<file path="config.mk">
export PLATFORM = sky130hd
export DESIGN_NAME = b16_io_responder
export DESIGN_NICKNAME = d
export VERILOG_FILES = /design/src/rtl/b16_io_responder_pkg.sv /design/src/rtl/b16_io_responder_fifo.sv /design/src/rtl/b16_io_responder.sv
export SDC_FILE = /design/constraint.sdc
export NUM_CORES = 1
export LEC_CHECK = 0
export BUFFER_PORTS_ARGS = -buffer_cell sky130_fd_sc_hd__buf_2
export CELL_PAD_IN_SITES_DETAIL_PLACEMENT = 2
export CELL_PAD_IN_SITES_GLOBAL_PLACEMENT = 2
export CORE_ASPECT_RATIO = 1.2
export CORE_MARGIN = 2
export CORE_UTILIZATION = 39
export DETAILED_ROUTE_END_ITERATION = 8
export PLACE_DENSITY_LB_ADDON = 0.1
export SLEW_MARGIN = 20
export SYNTH_ARGS = -nofsm -noshare
export SYNTH_HDL_FRONTEND = slang
export SYNTH_SLANG_ARGS = --single-unit
export TNS_END_PERCENT = 5
</file>
<file path="constraint.sdc">
create_clock -name clk -period 2.6 [get_ports clk]
set_input_delay 0.13 -clock clk [delete_from_list [all_inputs] [get_ports clk]]
set_output_delay 0.13 -clock clk [all_outputs]
set_load 0.01 [all_outputs]
</file>
<file path="src/rtl/b16_io_responder_pkg.sv">
// Shared definitions for the b16 I/O responder: register offsets, STATUS bit
// positions and the default window base.
package b16_io_responder_pkg;

    localparam logic [15:0] BASE_DEFAULT = 16'hFFFC;

    localparam logic [1:0] OFS_DATA   = 2'd0;
    localparam logic [1:0] OFS_STATUS = 2'd2;

    localparam int ST_RX_NONEMPTY = 0;
    localparam int ST_TX_NOTFULL  = 1;
    localparam int ST_OVERFLOW    = 2;
    localparam int ST_TX_EMPTY    = 3;
    localparam int ST_RX_CNT_LSB  = 4;
    localparam int ST_TX_CNT_LSB  = 8;
    localparam int ST_IE_LSB      = 12;

    // Interrupt-enable bit positions within a STATUS write word.
    localparam int WR_IE_RX = 4;
    localparam int WR_IE_TX = 5;

endpackage

</file>
<file path="src/rtl/b16_io_responder_fifo.sv">
// 8-bit synchronous FIFO, depth 2**AW, with occupancy count. Head reads 0 when
// empty; push on full is accepted only if a pop happens in the same cycle.
module b16_io_responder_fifo
    import b16_io_responder_pkg::*;
#(
    parameter int AW = 3
) (
    input  logic          clk,
    input  logic          reset,
    input  logic          push,
    input  logic [7:0]    din,
    input  logic          pop,
    output logic [7:0]    dout,
    output logic          full,
    output logic          empty,
    output logic [AW:0]   count
);

    localparam int DEPTH = 1 << AW;

    logic [7:0]    r_mem [DEPTH];
    logic [AW-1:0] r_wr_ptr;
    logic [AW-1:0] r_rd_ptr;
    logic [AW:0]   r_count;
    logic          w_do_push;
    logic          w_do_pop;

    assign full      = (r_count == (AW+1)'(DEPTH));
    assign empty     = (r_count == '0);
    assign count     = r_count;
    assign w_do_pop  = pop & ~empty;
    assign w_do_push = push & (~full | w_do_pop);
    assign dout      = empty ? 8'h00 : r_mem[r_rd_ptr];

    always_ff @(posedge clk) begin
        if (w_do_push) begin
            r_mem[r_wr_ptr] <= din;
        end
    end

    always_ff @(posedge clk) begin
        if (reset) begin
            r_wr_ptr <= '0;
            r_rd_ptr <= '0;
            r_count  <= '0;
        end else begin
            if (w_do_push) begin
                r_wr_ptr <= r_wr_ptr + AW'(1);
            end
            if (w_do_pop) begin
                r_rd_ptr <= r_rd_ptr + AW'(1);
            end
            if (w_do_push & ~w_do_pop) begin
                r_count <= r_count + (AW+1)'(1);
            end else if (w_do_pop & ~w_do_push) begin
                r_count <= r_count - (AW+1)'(1);
            end
        end
    end

endmodule

</file>
<file path="src/rtl/b16_io_responder.sv">
// Memory-mapped UART bridge on the b16 bus: DATA/STATUS registers in the top
// I/O page, RX/TX byte FIFOs, ready/stall. B16_IO_IRQ_EN adds the irq output.
module b16_io_responder
    import b16_io_responder_pkg::*;
#(
    parameter logic [15:0] BASE    = BASE_DEFAULT,
    parameter int          FIFO_AW = 3
) (
    input  logic        clk,
    input  logic        reset,
    input  logic [15:0] addr,
    input  logic        r,
    input  logic [1:0]  w,
    input  logic [15:0] dwrite,
    output logic [15:0] rdata,
    output logic        ready,
    output logic [7:0]  tx_data,
    output logic        tx_valid,
    input  logic        tx_ready,
    input  logic [7:0]  rx_data,
    input  logic        rx_valid
`ifdef B16_IO_IRQ_EN
    ,
    output logic        irq
`endif
);

    logic               w_cs, w_sel_status;
    logic               w_data_rd, w_data_wr, w_stat_wr;
    logic               w_rd_done, w_wr_done;
    logic               w_rx_full, w_rx_empty, w_rx_push, w_rx_pop;
    logic               w_tx_full, w_tx_empty, w_tx_push, w_tx_pop;
    logic [FIFO_AW:0]   w_rx_count, w_tx_count;
    logic [7:0]         w_rx_dout, w_rx_head;
    logic               w_rx_bypass, w_rx_avail;
    logic               w_ovf_set, w_ovf_clr;
    logic [15:0]        w_status;
    logic               r_overflow;
    logic               w_unused;

    assign w_cs         = (addr[15:2] == BASE[15:2]);
    assign w_sel_status = (addr[1] == OFS_STATUS[1]);
    assign w_data_rd    = w_cs & r & ~w_sel_status;
    assign w_data_wr    = w_cs & w[0] & ~w_sel_status;
    assign w_stat_wr    = w_cs & w[0] & w_sel_status;

    // A byte arriving while RX is empty is handed straight to a waiting read.
    assign w_rx_bypass = w_rx_empty & rx_valid;
    assign w_rx_avail  = ~w_rx_empty | rx_valid;
    assign w_rx_head   = w_rx_bypass ? rx_data : w_rx_dout;

    assign ready     = ~((w_data_rd & ~w_rx_avail) | (w_data_wr & w_tx_full));
    assign w_rd_done = w_data_rd & ready;
    assign w_wr_done = w_data_wr & ready;

    assign w_rx_pop  = w_rd_done & ~w_rx_bypass;
    assign w_rx_push = rx_valid & ~(w_rd_done & w_rx_bypass) & (~w_rx_full | w_rx_pop);
    assign w_ovf_set = rx_valid & w_rx_full & ~w_rx_pop;
    assign w_ovf_clr = w_stat_wr & dwrite[ST_OVERFLOW];

    assign w_tx_push = w_wr_done;
    assign w_tx_pop  = tx_valid & tx_ready;
    assign tx_valid  = ~w_tx_empty;

    b16_io_responder_fifo #(.AW(FIFO_AW)) u_rx_fifo (
        .clk   (clk),
        .reset (reset),
        .push  (w_rx_push),
        .din   (rx_data),
        .pop   (w_rx_pop),
        .dout  (w_rx_dout),
        .full  (w_rx_full),
        .empty (w_rx_empty),
        .count (w_rx_count)
    );

    b16_io_responder_fifo #(.AW(FIFO_AW)) u_tx_fifo (
        .clk   (clk),
        .reset (reset),
        .push  (w_tx_push),
        .din   (dwrite[7:0]),
        .pop   (w_tx_pop),
        .dout  (tx_data),
        .full  (w_tx_full),
        .empty (w_tx_empty),
        .count (w_tx_count)
    );

    always_ff @(posedge clk) begin
        if (reset) begin
            r_overflow <= 1'b0;
        end else if (w_ovf_set) begin
            r_overflow <= 1'b1;
        end else if (w_ovf_clr) begin
            r_overflow <= 1'b0;
        end
    end

`ifdef B16_IO_IRQ_EN
    logic r_ie_rx, r_ie_tx, r_irq;

    always_ff @(posedge clk) begin
        if (reset) begin
            r_ie_rx <= 1'b0;
            r_ie_tx <= 1'b0;
            r_irq   <= 1'b0;
        end else begin
            if (w_stat_wr) begin
                r_ie_rx <= dwrite[WR_IE_RX];
                r_ie_tx <= dwrite[WR_IE_TX];
            end
            r_irq <= (r_ie_rx & ~w_rx_empty) | (r_ie_tx & w_tx_empty) | r_overflow;
        end
    end

    assign irq = r_irq;
`endif

    always_comb begin
        w_status = '0;
        w_status[ST_RX_NONEMPTY] = ~w_rx_empty;
        w_status[ST_TX_NOTFULL]  = ~w_tx_full;
        w_status[ST_OVERFLOW]    = r_overflow;
        w_status[ST_TX_EMPTY]    = w_tx_empty;
        w_status[ST_RX_CNT_LSB +: 4] = 4'(w_rx_count);
        w_status[ST_TX_CNT_LSB +: 4] = 4'(w_tx_count);
`ifdef B16_IO_IRQ_EN
        w_status[ST_IE_LSB +: 2] = {r_ie_tx, r_ie_rx};
`endif
    end

    always_comb begin
        rdata = '0;
        if (w_cs & r) begin
            rdata = w_sel_status ? w_status : {8'h00, w_rx_head};
        end
    end

    assign w_unused = ^{addr[0], w[1], dwrite};

endmodule

</file>
==> metrics.md, run 1 <==
| Metric | Value |
|---|---|
| Run status | finished with violations |
| Failing checks | setup timing |
| Crit share post-route | 101% |
| Setup Crit Path Kind | flop to flop |
| Post-Syn Area | 6600 µm² |
| Crit-path cells | nor4b_4 > a21oi_2 > buf_4 > and4_4 > nor2_4 > inv_2 > ha_4 > inv_4 > ha_4 > a21o_1 > a21oi_2 > xnor2_1 > or3_1 > a21oi_2 |
| Worst setup margin | -27.3 ps |
| Crit. End Element | flop |
| Syn avg cell area | 16.6 µm² |
| WHS Endpoint | u_rx_fifo.r_mem[2][3] |
| Final Hold Fails | 0 |
| Max Fclk | 0.381 GHz |
| Hold_sp | rx_data[3] |
| Critical Path RT | 2960 ps |
| R2R depth | 14 |
| Worst min path class | input port to flop |
| Post-synthesis register bit count | 155 |
| Primary FF master, synth | edfxtp_1 |
| Mux contribution to synthesized area | 14.3% |
| TritonCTS clock tree | done |
| Horiz. Die Dim | 123 µm |
| Reg2reg start | u_tx_fifo.count[2] |
| Worst-Skew Late Latency | 420 ps |
| TNS Setup | -27.3 ps |
| Wire per inst | 21.7 µm |
| Pwr dens | 860 nW/µm² |
| Number of CTS-inserted buffers | 17 |
| Skew final | 5.84 ps |
| Cell variety after synth | 55 |
| Tmin final | 2630 ps |
| Slowest stage delay, CP | 360 ps |
| Global route overflow | 0 |
| Synth cell count leaders | edfxtp_1 (128), nor2_1 (37), mux4_2 (32), dfxtp_1 (27), nor3_1 (13) |
| Clk slew on worst S/H paths | 60 ps |
| Die span in y | 147 µm |
| Complex-gate fraction of the synthesized area | 3.94% |
| Clk root buf | clkbuf_16 |
| Post-Synth XOR/XNOR Area | 1.33% |
| Routed vias/inst | 5.17 |
| Register area share after synthesis | 66.4% |
| Synth Area in Simple Gates | 9.40% |
| Final slew viol count | 0 |
| Placed cells | 703 |
| Synthesis-to-layout area growth | 27.0% |
| Post-synth EDFFs | 128 |
| Cells after Synth | 397 |
| Largest net degree at the start of global routing | 26 |
| Initial core utilization | 39.5% |
| Hold path cells | 1 |
| CTS Buffer Depth | 2 |
| IO buf count | 58 |
| Crit path top cell by count | a21oi_2 |
| GP Congestion | 0.727 |
| Leakage | 2.97 nW |
| CTS Sinks | 155 |
| Violation count after the first detailed-route iteration | 175 |
| Drt pass-1 iters | 4 |
| Post-synth ARST share | 0% |
| Tot GR Track Use | 19.7% |
| Synth area leader | edfxtp_1 |
| Slew headroom | 31.2% |
| Crit-path max FO | 3 |
| R2R Setup Slk | -30 ps |
| DIE AREA | 18000 µm² |
| # setup viols final | 1 |
| Max-capacitance violation count | 0 |
| IO Pins | 73 |
| Vias | 3907 |
| Clock H-tree levels | 4 |
| Hpwl dp | 11200 µm |
| Diode count | 0 |
| Worst R2R End | u_rx_fifo.count[3] |
| Startpoint class of the critical path | flop |
| DRC errors left | 0 |
| Core ar. | 16700 µm² |
| Vias in the first global route | 4405 |
| Ys Warns | 0 |
| Synth area leaders | edfxtp_1 (58%), mux4_2 (11%), dfxtp_1 (8.2%) |
| Peak VDD IR | 531 µV |
| Adder-Cell Fraction of Synth Area | 2.50% |
| CP max-delay cell | or3_1 |
| Remaining antenna violation count after routing | 0 |
| Antenna violations before repair | 1 |
| Crit path DAT | 2980 ps |
| Final #Nets | 585 |
| Main combinational cell family by area after synthesis | multiplexers |
| Global-route wire length before repair | 25700 µm |
| # rows | 52 |
| Top-area cell type share of the netlist area | 58.2% |
| Final WL | 16300 µm |
| Worst-margin pin slew | 1030 ps |
| Most common cell in the netlist | edfxtp_1 |
| Non-Filler Instances | 755 |
| Fraction of layout cells with a size suffix above 1 | 42.3% |
| RSZ-0062 raised after global routing | yes |
## worst max-delay path by stage
stage / start / to / cells past startpoint
floorplan: addr[7] / u_tx_fifo.count[3] / 12
global placement: addr[7] / u_tx_fifo.count[3] / 13
detailed placement: addr[10] / u_tx_fifo.count[3] / 13
CTS: u_tx_fifo.count[0] / u_rx_fifo.count[3] / 13
global route: u_tx_fifo.count[2] / u_rx_fifo.count[3] / 14
finish: u_tx_fifo.count[2] / u_rx_fifo.count[3] / 14
## through the flow
stage / utilization, % / worst slack, ps / total power [W] / hold WS, ps / cell area [µm²]
after floorplan: - / -4.93 / 0.00397 / 229 / 6670
after global placement: 44.9 / -90.8 / 0.00463 / 397 / 7510
after detailed placement: 44.9 / -231 / 0.00471 / 420 / 7510
after CTS: 49.3 / -65.4 / 0.00724 / 6.70 / 8250
after global routing: 50.1 / -129 / 0.00759 / 31.0 / 8380
final: 50.1 / -27.3 / 0.00721 / 29.7 / 8380
## worst max-delay path: cells and delay by family (launching register included)
family,cells,cell delay [ps]
AND/OR/NAND/NOR,4,920
buffers and inverters,3,270
adder cells (fa/ha/maj),2,340
AO/OA/AOI/OAI,4,580
flip-flops,1,350
XOR/XNOR,1,90
## timing repair
| item | in CTS | in global routing |
|---|---|---|
| resized for setup | 1 | 16 |
| hold buffers | 12 | 0 |
| hold endpoints to repair | 96 | 0 |
| setup buffers | 3 | 5 |
| setup endpoints to repair | 3 | 7 |
| pin swaps | 3 | 10 |
## state kept, by name, indices dropped and copies added (netlist names), named ones only
| name | cells |
|---|---|
| r_overflow | 1 |
| u_rx_fifo.count | 4 |
| u_rx_fifo.r_mem | 64 |
| u_rx_fifo.r_rd_ptr | 3 |
| u_rx_fifo.r_wr_ptr | 3 |
| u_tx_fifo.count | 4 |
| u_tx_fifo.r_mem | 64 |
| u_tx_fifo.r_rd_ptr | 3 |
| u_tx_fifo.r_wr_ptr | 3 |
## cells by family after synthesis
| logic type | count (synthesis) |
|---|---|
| mux | 53 |
| buf+inv | 27 |
| simple gates | 104 |
| xor+xnor | 10 |
| compound gates | 35 |
| other cells | 1 |
| fa+ha+maj | 12 |
| flops | 155 |
## placed cells by master, fill, tap and decap left out, drive strengths merged, types with 3 or more instances in the layout
master / n
dfxtp: 27
conb: 4
nand3: 6
a211oi: 3
nor2: 38
nor4: 5
inv: 13
mux4: 32
clkbuf: 18
edfxtp: 128
a221oi: 7
mux2: 9
mux2i: 12
clkinv: 3
nand2b: 8
nor2b: 6
nand4: 4
xor2: 6
xnor2: 4
nand2: 10
o21ai: 5
dlygate4sd3: 12
and3: 4
a21oi: 13
ha: 10
clkinvlp: 3
buf: 115
nor3: 13
or3: 3
## final cells by class
class / count / area [µm²]
repair buffers: 127 / 863
multi-input cells: 218 / 2240
clock inverters: 14 / 159
well taps: 216 / 270
fillers: 1588 / 8340
inverters: 7 / 28.8
flip-flops and latches: 155 / 4390
clock buffers: 18 / 429
## metal layers
metal  share of wire [%]  vias up  routed length, µm  track usage [%]
li1                    -     1809                  -                -
met1                  39     2027               6460             23.0
met2                  57       52               9240             35.8
met3                 2.6       17                423             4.02
met4                 1.3        2                213             5.86
met5               0.080        -                 13                0
## where the power goes
group / internal (W) / leakage, nW / switching [W] / total [W]
clock network: 0.00144 / 0.282 / 0.00105 / 0.00248
logic: 0.000866 / 1.31 / 0.000966 / 0.00183
registers: 0.00282 / 1.38 / 0.0000796 / 0.00290
total: 0.00512 / 2.97 / 0.00209 / 0.00721
Note: power is estimated with default switching activity, not from simulation.
==> run 2: changes to the inputs <==
--- a/config.mk
+++ b/config.mk
@@ -8,9 +8,9 @@
 export BUFFER_PORTS_ARGS = -buffer_cell sky130_fd_sc_hd__buf_2
 export CELL_PAD_IN_SITES_DETAIL_PLACEMENT = 2
 export CELL_PAD_IN_SITES_GLOBAL_PLACEMENT = 2
-export CORE_ASPECT_RATIO = 1.2
+export CORE_ASPECT_RATIO = 0.9
 export CORE_MARGIN = 2
-export CORE_UTILIZATION = 39
+export CORE_UTILIZATION = 46
 export DETAILED_ROUTE_END_ITERATION = 8
 export PLACE_DENSITY_LB_ADDON = 0.1
 export SLEW_MARGIN = 20
==> constraint.sdc (replaced) <==
create_clock -name clk -period 3.2 [get_ports clk]
set_input_delay 0.16 -clock clk [delete_from_list [all_inputs] [get_ports clk]]
set_output_delay 0.16 -clock clk [all_outputs]
set_load 0.01 [all_outputs]
==> run 2 against run 1 <==
Net effect:
- the flow now finishes without violations
- combinational power decreased by 28%
- flip-flop and latch count unchanged
- non-clock buffer count shrank 31
- register-to-register slack better by 110 ps
- die area decreased by 15%
- critical path depth decreased by 2
- total power shrank 18%
- hold slack worse by 15 ps
- cell count shrank 7.2%
- global-route usage increased by 7.7 points
- clock skew is 9.3 ps higher
- clock power down 10%
- critical path type unchanged
- largest cell class unchanged
- largest power group unchanged
==> metrics.md, run 2 (synthesis gave the netlist of run 1 again) <==
| Metric | Value |
|---|---|
| # rows | 41 (was 52) |
| Final WL | 19400 µm (was 16300 µm) |
| Final slew viol count | 0 (unchanged) |
| Initial core utilization | 47.1% (was 39.5%) |
| Horiz. Die Dim | 130 µm (was 123 µm) |
| Drt pass-1 iters | 4 (unchanged) |
| CTS Sinks | 155 (unchanged) |
| Min Hold Slack | 14.6 ps (was 29.7 ps) |
| Number of CTS-inserted buffers | 17 (unchanged) |
| Final Cell Area | 7990 µm² (was 8380 µm²) |
| Crit path DAT | 3470 ps (was 2980 ps) |
| Most frequent cells in the layout | edfxtp_1 (128), buf_2 (58), nor2_1 (37), buf_4 (37), mux4_2 (32) (was edfxtp_1 (128), buf_2 (58), buf_4 (55)) |
| Largest net degree at the start of global routing | 26 (unchanged) |
| Reg2reg start | u_rx_fifo.count[1] (was u_tx_fifo.count[2]) |
| Final Hold Fails | 0 (unchanged) |
| CP max-delay cell | o311ai_4 (was or3_1) |
| Remaining antenna violation count after routing | 0 (unchanged) |
| Max-capacitance violation count | 0 (unchanged) |
| Commonest non-fill, non-tap cell in the layout | edfxtp_1 (unchanged) |
| Hold path cells | 1 (unchanged) |
| DIE AREA | 15300 µm² (was 18000 µm²) |
| Core ar. | 14000 µm² (was 16700 µm²) |
| Crit path max-delay family | compound AO/OA/AOI/OAI gates (was simple AND/OR/NAND/NOR gates) |
| Die span in y | 118 µm (was 147 µm) |
| CTS Buffer Depth | 2 (unchanged) |
| Startpoint class of the critical path | flop (unchanged) |
| Buf/Inv on CP | 2 (was 3) |
| Crit. End Element | flop (unchanged) |
| Worst-margin pin slew | 887 ps (was 1030 ps) |
| Slowest stage delay, CP | 440 ps (was 360 ps) |
| Worst-Skew Late Latency | 440 ps (was 420 ps) |
| Wire per inst | 27.7 µm (was 21.7 µm) |
| IO buf count | 58 (unchanged) |
| Leakage | 2.85 nW (was 2.97 nW) |
| Fraction of layout cells with a size suffix above 1 | 37.0% (was 42.3%) |
| Tot GR Track Use | 27.4% (was 19.7%) |
| Critical Path RT | 3550 ps (was 2960 ps) |
| Skew final | 15.1 ps (was 5.84 ps) |
| Run status | complete, no violations (was finished with violations) |
| Tmin final | 3120 ps (was 2630 ps) |
| TNS Setup | 0 ps (was -27.3 ps) |
| R2R Setup Slk | 80 ps (was -30 ps) |
| Clk root buf | clkbuf_16 (unchanged) |
| RSZ-0062 raised after global routing | yes (unchanged) |
| Slew headroom | 40.8% (was 31.2%) |
| Antenna violations before repair | 1 (unchanged) |
| Hold_sp | dwrite[5] (was rx_data[3]) |
| Global-route wire length before repair | 29300 µm (was 25700 µm) |
| Clk slew on worst S/H paths | 70 ps (was 60 ps) |
| Crit-path max FO | 5 (was 3) |
| Hpwl dp | 12300 µm (was 11200 µm) |
| Post-DP Area | 7290 µm² (was 7510 µm²) |
| Largest registers | u_rx_fifo.r_mem x64, u_tx_fifo.r_mem x64 (unchanged) |
| Crit share post-route | 97.6% (was 101%) |
| # setup viols final | 0 (was 1) |
| Crit-path cells | nor3_4 > nand2b_4 > o311ai_4 > inv_2 > ha_1 > inv_1 > ha_1 > a21o_1 > a21oi_1 > xnor2_1 > or3_1 > a21oi_1 (was nor4b_4 > a21oi_2 > buf_4 > and4_4 > nor2_4 > inv_2 > ha_4 > inv_4 > ha_4 > a21o_1 > a21oi_2 > xnor2_1 > or3_1 > a21oi_2) |
| WHS Endpoint | u_tx_fifo.r_mem[4][5] (was u_rx_fifo.r_mem[2][3]) |
| Violation count after the first detailed-route iteration | 278 (was 175) |
| Vias in the first global route | 4503 (was 4405) |
| Routed vias/inst | 5.76 (was 5.17) |
| Peak VDD IR | 432 µV (was 531 µV) |
| Final Power | 0.00594 W (was 0.00721 W) |
| GP Congestion | 0.768 (was 0.727) |
| R2R depth | 12 (was 14) |
| Vias | 4037 (was 3907) |
| Max Fclk | 0.320 GHz (was 0.381 GHz) |
| Worst min path class | input port to flop (unchanged) |
| Diode count | 0 (unchanged) |
| Synthesis-to-layout area growth | 21.1% (was 27.0%) |
| Setup Crit Path Kind | flop to flop (unchanged) |
| IO Pins | 73 (unchanged) |
| TritonCTS clock tree | done (unchanged) |
| DRC errors left | 0 (unchanged) |
| Final #Nets | 554 (was 585) |
| Worst R2R End | u_tx_fifo.count[3] (was u_rx_fifo.count[3]) |
| Global route overflow | 0 (unchanged) |
| Clock H-tree levels | 4 (unchanged) |
| Pwr dens | 743 nW/µm² (was 860 nW/µm²) |
run 2: changes by cell type in the layout (fill, tap and decap cells not counted), sizes merged:
cell         previous run  this run
bufinv                  2         4
buf                   115        95
inv                    13        10
clkbuf                 18        19
clkinvlp                3         1
clkinv                  3         5
dlygate4sd3            12         1
run 2: layer usage:
metal	part of all wire (%)	vias up	GRT usage (%)	routed length [µm]
met5	0	-	0	0
met4	1.1	0	7.06	210
met3	5.3	18	6.55	1020
met2	52	140	46.6	10000
met1	42	2132	35.1	8150
li1	-	1747	-	-
run 2: worst max path at each step:
stage                     depth (start not counted)            endpoint          startpoint  slack (ps)
after global placement                           13  u_tx_fifo.count[3]            addr[14]         200
after floorplan                                  13  u_rx_fifo.count[3]  u_tx_fifo.count[0]         410
final                                            12  u_tx_fifo.count[3]  u_rx_fifo.count[1]          80
after detailed placement                         13  u_tx_fifo.count[3]            addr[14]          30
after CTS                                        12  u_tx_fifo.count[3]  u_rx_fifo.count[1]         -10
after global routing                             12  u_tx_fifo.count[3]  u_rx_fifo.count[1]         -50
run 2: through the flow:
stage | setup slack (ps) | utilization [%] | std cells
6_report | 77.9 | 57.1 | 701
3_5_place_dp | 30.5 | 52.0 | 665
2_1_floorplan | 411 | - | 400
3_3_place_gp | 199 | 52.0 | 665
5_1_grt | -53.9 | 57.1 | 701
4_1_cts | -13.2 | 56.8 | 699
run 2: repair_timing:
action | 4_1_cts | 5_1_grt
gates cloned | 0 | 0
hold endpoints to repair | 1 | 0
hold buffers | 1 | 0
resized for setup | 1 | 5
endpoints found under the setup margin | 2 | 2
buffers inserted | 1 | 2
pin swaps | 1 | 1
run 2: layout make-up:
cell class,instances,area [µm²]
repair buffers,96,578
clock inverters,13,186
fillers,1254,6010
clock buffers,19,453
flip-flops and latches,155,4390
well taps,193,241
inverters,7,26.3
multi-input cells,218,2120
run 2: where the power goes:
group,internal (W),switching [W]
registers,0.00228,0.000120
clock network,0.00135,0.000876
logic,0.000572,0.000734
==> run 3: changes to the inputs <==
--- a/config.mk
+++ b/config.mk
@@ -13,6 +13,7 @@
 export CORE_UTILIZATION = 46
 export DETAILED_ROUTE_END_ITERATION = 8
 export PLACE_DENSITY_LB_ADDON = 0.1
+export RECOVER_POWER = 50
 export SLEW_MARGIN = 20
 export SYNTH_ARGS = -nofsm -noshare
 export SYNTH_HDL_FRONTEND = slang
==> run 3 against run 2 <==
Net effect:
- total power is essentially flat
- hold slack improved by 25 ps
- combinational power barely moved
- core utilization decreased by 0.23 points
- non-clock buffer count did not move
- sequential power is essentially flat
==> metrics.md, run 3 (synthesis gave the netlist of run 1 again) <==
| Metric | Value |
|---|---|
| R2R Setup Slk | 80 ps (about the same) |
| Clk network pwr share | 37.6% (was 37.5%) |
| Run status | complete, no violations (unchanged) |
| Critical path launch point | u_rx_fifo.count[1] (unchanged) |
| Reg2reg start | u_rx_fifo.count[1] (unchanged) |
| Clock H-tree levels | 4 (unchanged) |
| Register share of total power | 40.5% (about the same) |
| IO Pins | 73 (unchanged) |
| Largest net degree at the start of global routing | 26 (unchanged) |
| Max Fclk | 0.320 GHz (about the same) |
| Final WL | 19400 µm (about the same) |
| Layout fillers | 1268 (was 1254) |
| Register area | 4390 µm² (unchanged) |
| Core ar. | 14000 µm² (unchanged) |
| Slowest stage delay, CP | 430 ps (was 440 ps) |
| Vias | 4010 (was 4037) |
| Routed vias/inst | 5.72 (was 5.76) |
| Met1 Use GR | 35.1% (unchanged) |
| Max-capacitance violation count | 0 (unchanged) |
| # rows | 41 (unchanged) |
| Clk root buf | clkbuf_16 (unchanged) |
| Vias in the first global route | 4503 (unchanged) |
| Tot GR Track Use | 27.4% (unchanged) |
| GP Congestion | 0.768 (unchanged) |
| Commonest non-fill, non-tap cell in the layout | edfxtp_1 (unchanged) |
| GR Layer Usage met3 | 6.55% (unchanged) |
| Worst min path class | input port to flop (unchanged) |
| Placed cells | 665 (unchanged) |
| Crit. End Element | flop (unchanged) |
| Drt pass-1 iters | 4 (unchanged) |
| Initial core utilization | 47.1% (unchanged) |
| Switch Pwr | 0.00174 W (was 0.00173 W) |
| Gr busiest metal | met2 (unchanged) |
| Worst-margin pin slew | 904 ps (was 887 ps) |
| CTS Buffer Depth | 2 (unchanged) |
| Setup Crit Path Kind | flop to flop (unchanged) |
| Final Power | 0.00594 W (about the same) |
| Skew final | 16.5 ps (was 15.1 ps) |
| Fraction of layout cells with a size suffix above 1 | 33.1% (was 37.0%) |
| Crit-path max FO | 5 (unchanged) |
| Non-Filler Instances | 701 (unchanged) |
| Hold_sp | tx_ready (was dwrite[5]) |
| Logic pwr share | 21.9% (was 22.0%) |
| Crit path DAT | 3470 ps (about the same) |
| Final Hold Fails | 0 (unchanged) |
| Diode count | 0 (unchanged) |
| Final #Nets | 554 (unchanged) |
| Wire per inst | 27.7 µm (about the same) |
| Critical Path RT | 3550 ps (about the same) |
| Most frequent cells in the layout | edfxtp_1 (128), buf_2 (41), nor2_1 (37) (was edfxtp_1 (128), buf_2 (58), nor2_1 (37), buf_4 (37), mux4_2 (32)) |
| Cell Int Power | 0.00420 W (was 0.00421 W) |
| Die span in y | 118 µm (unchanged) |
| Hpwl dp | 12300 µm (unchanged) |
| Final slew viol count | 0 (unchanged) |
| GR Util met2 | 46.6% (unchanged) |
| Startpoint class of the critical path | flop (unchanged) |
| Synthesis-to-layout area growth | 20.6% (was 21.1%) |
| Switching Share | 29.2% (was 29.1%) |
| DIE AREA | 15300 µm² (unchanged) |
| Global route overflow | 0 (unchanged) |
| Peak VDD IR | 432 µV (about the same) |
| Slew headroom | 39.7% (was 40.8%) |
| Crit share post-route | 97.5% (was 97.6%) |
| Leakage | 2.79 nW (was 2.85 nW) |
| Tmin final | 3120 ps (about the same) |
| Violation count after the first detailed-route iteration | 314 (was 278) |
| DRC errors left | 0 (unchanged) |
| Horiz. Die Dim | 130 µm (unchanged) |
| Global-route wire length before repair | 29300 µm (unchanged) |
| Worst-Skew Late Latency | 440 ps (about the same) |
| CTS Sinks | 155 (unchanged) |
| Crit-path cells | nor3_4 > nand2b_4 > o311ai_4 > inv_2 > ha_1 > inv_1 > ha_1 > a21o_1 > a21oi_1 > xnor2_1 > or3_1 > a21oi_1 (unchanged) |
| TritonCTS clock tree | done (unchanged) |
| CP max-delay cell | o311ai_4 (unchanged) |
| Remaining antenna violation count after routing | 0 (unchanged) |
| Clk slew on worst S/H paths | 60 ps (was 70 ps) |
| # setup viols final | 0 (unchanged) |
| RSZ-0062 raised after global routing | yes (unchanged) |
| Number of CTS-inserted buffers | 17 (unchanged) |
| Pwr dens | 746 nW/µm² (was 743 nW/µm²) |
| Largest registers | u_rx_fifo.r_mem x64, u_tx_fifo.r_mem x64 (unchanged) |
| IO buf count | 58 (unchanged) |
| Antenna violations before repair | 1 (unchanged) |
| Area of the multi-input gates | 2120 µm² (unchanged) |
## run 3: cell count changes in the layout (fill, tap and decap cells not counted), sizes merged
cell    delta
buf       -20
clkbuf    +20
## run 3: repair_timing
| item | CTS | global route |
|---|---|---|
| hold buffers | 1 | 0 |
| gates cloned | 0 | 0 |
| gates resized for setup | 1 | 5 |
| setup endpoints to repair | 2 | 2 |
| pin swaps | 1 | 1 |
| hold endpoints to repair | 1 | 0 |
| setup buffers | 1 | 2 |
## run 3: stage by stage
stage | TNS, ps | hold WS, ps | cell area [µm²] | utilization, % | setup slack (ps)
final | 0 | 39.3 | 7960 | 56.8 | 79.7
after global routing | -53.9 | 84.7 | 7960 | 56.8 | -53.9
after global placement | 0 | 426 | 7290 | 52.0 | 199
after floorplan | 0 | 259 | 6610 | - | 411
after detailed placement | 0 | 445 | 7290 | 52.0 | 30.5
after CTS | -13.2 | 2.50 | 7950 | 56.8 | -13.2
## run 3: critical path: cells and delay by family (launching register included)
| kind | cells | cell delay, ps |
|---|---|---|
| buf+inv | 2 | 290 |
| fa+ha+maj | 2 | 520 |
| xor+xnor | 1 | 110 |
| compound gates | 4 | 990 |
| flops | 1 | 390 |
| simple gates | 3 | 740 |
## run 3: worst paths after layout
check | endpoint | cells past startpoint
max | u_tx_fifo.count[3] | 12
max reg2reg | u_tx_fifo.count[3] | 12
min | u_tx_fifo.r_rd_ptr[1] | 3
min reg2reg | u_tx_fifo.r_rd_ptr[1] | 2
## run 3: per-layer routing
layer / share of wire [%] / wire, µm
met1: 42 / 8200
met3: 5.4 / 1040
met2: 51 / 9970
met5: 0 / 0
met4: 1.1 / 222
## run 3: power groups by stage
stage	Clock (W)	Sequential [W]	Combinational [W]
floorplan	0	0.00240	0.000765
global placement	0	0.00241	0.00117
detailed placement	0	0.00242	0.00124
CTS	0.00226	0.00240	0.00129
global route	0.00233	0.00242	0.00142
finish	0.00223	0.00240	0.00130
## run 3: layout make-up
type / count / share of cell area, %
Clock inverter: 13 / 2.34
Inverter: 7 / 0.330
Tap cell: 193 / 3.03
Clock buffer: 19 / 5.69
Timing Repair Buffer: 96 / 6.85
Sequential cell: 155 / 55.1
Multi-Input combinational cell: 218 / 26.7
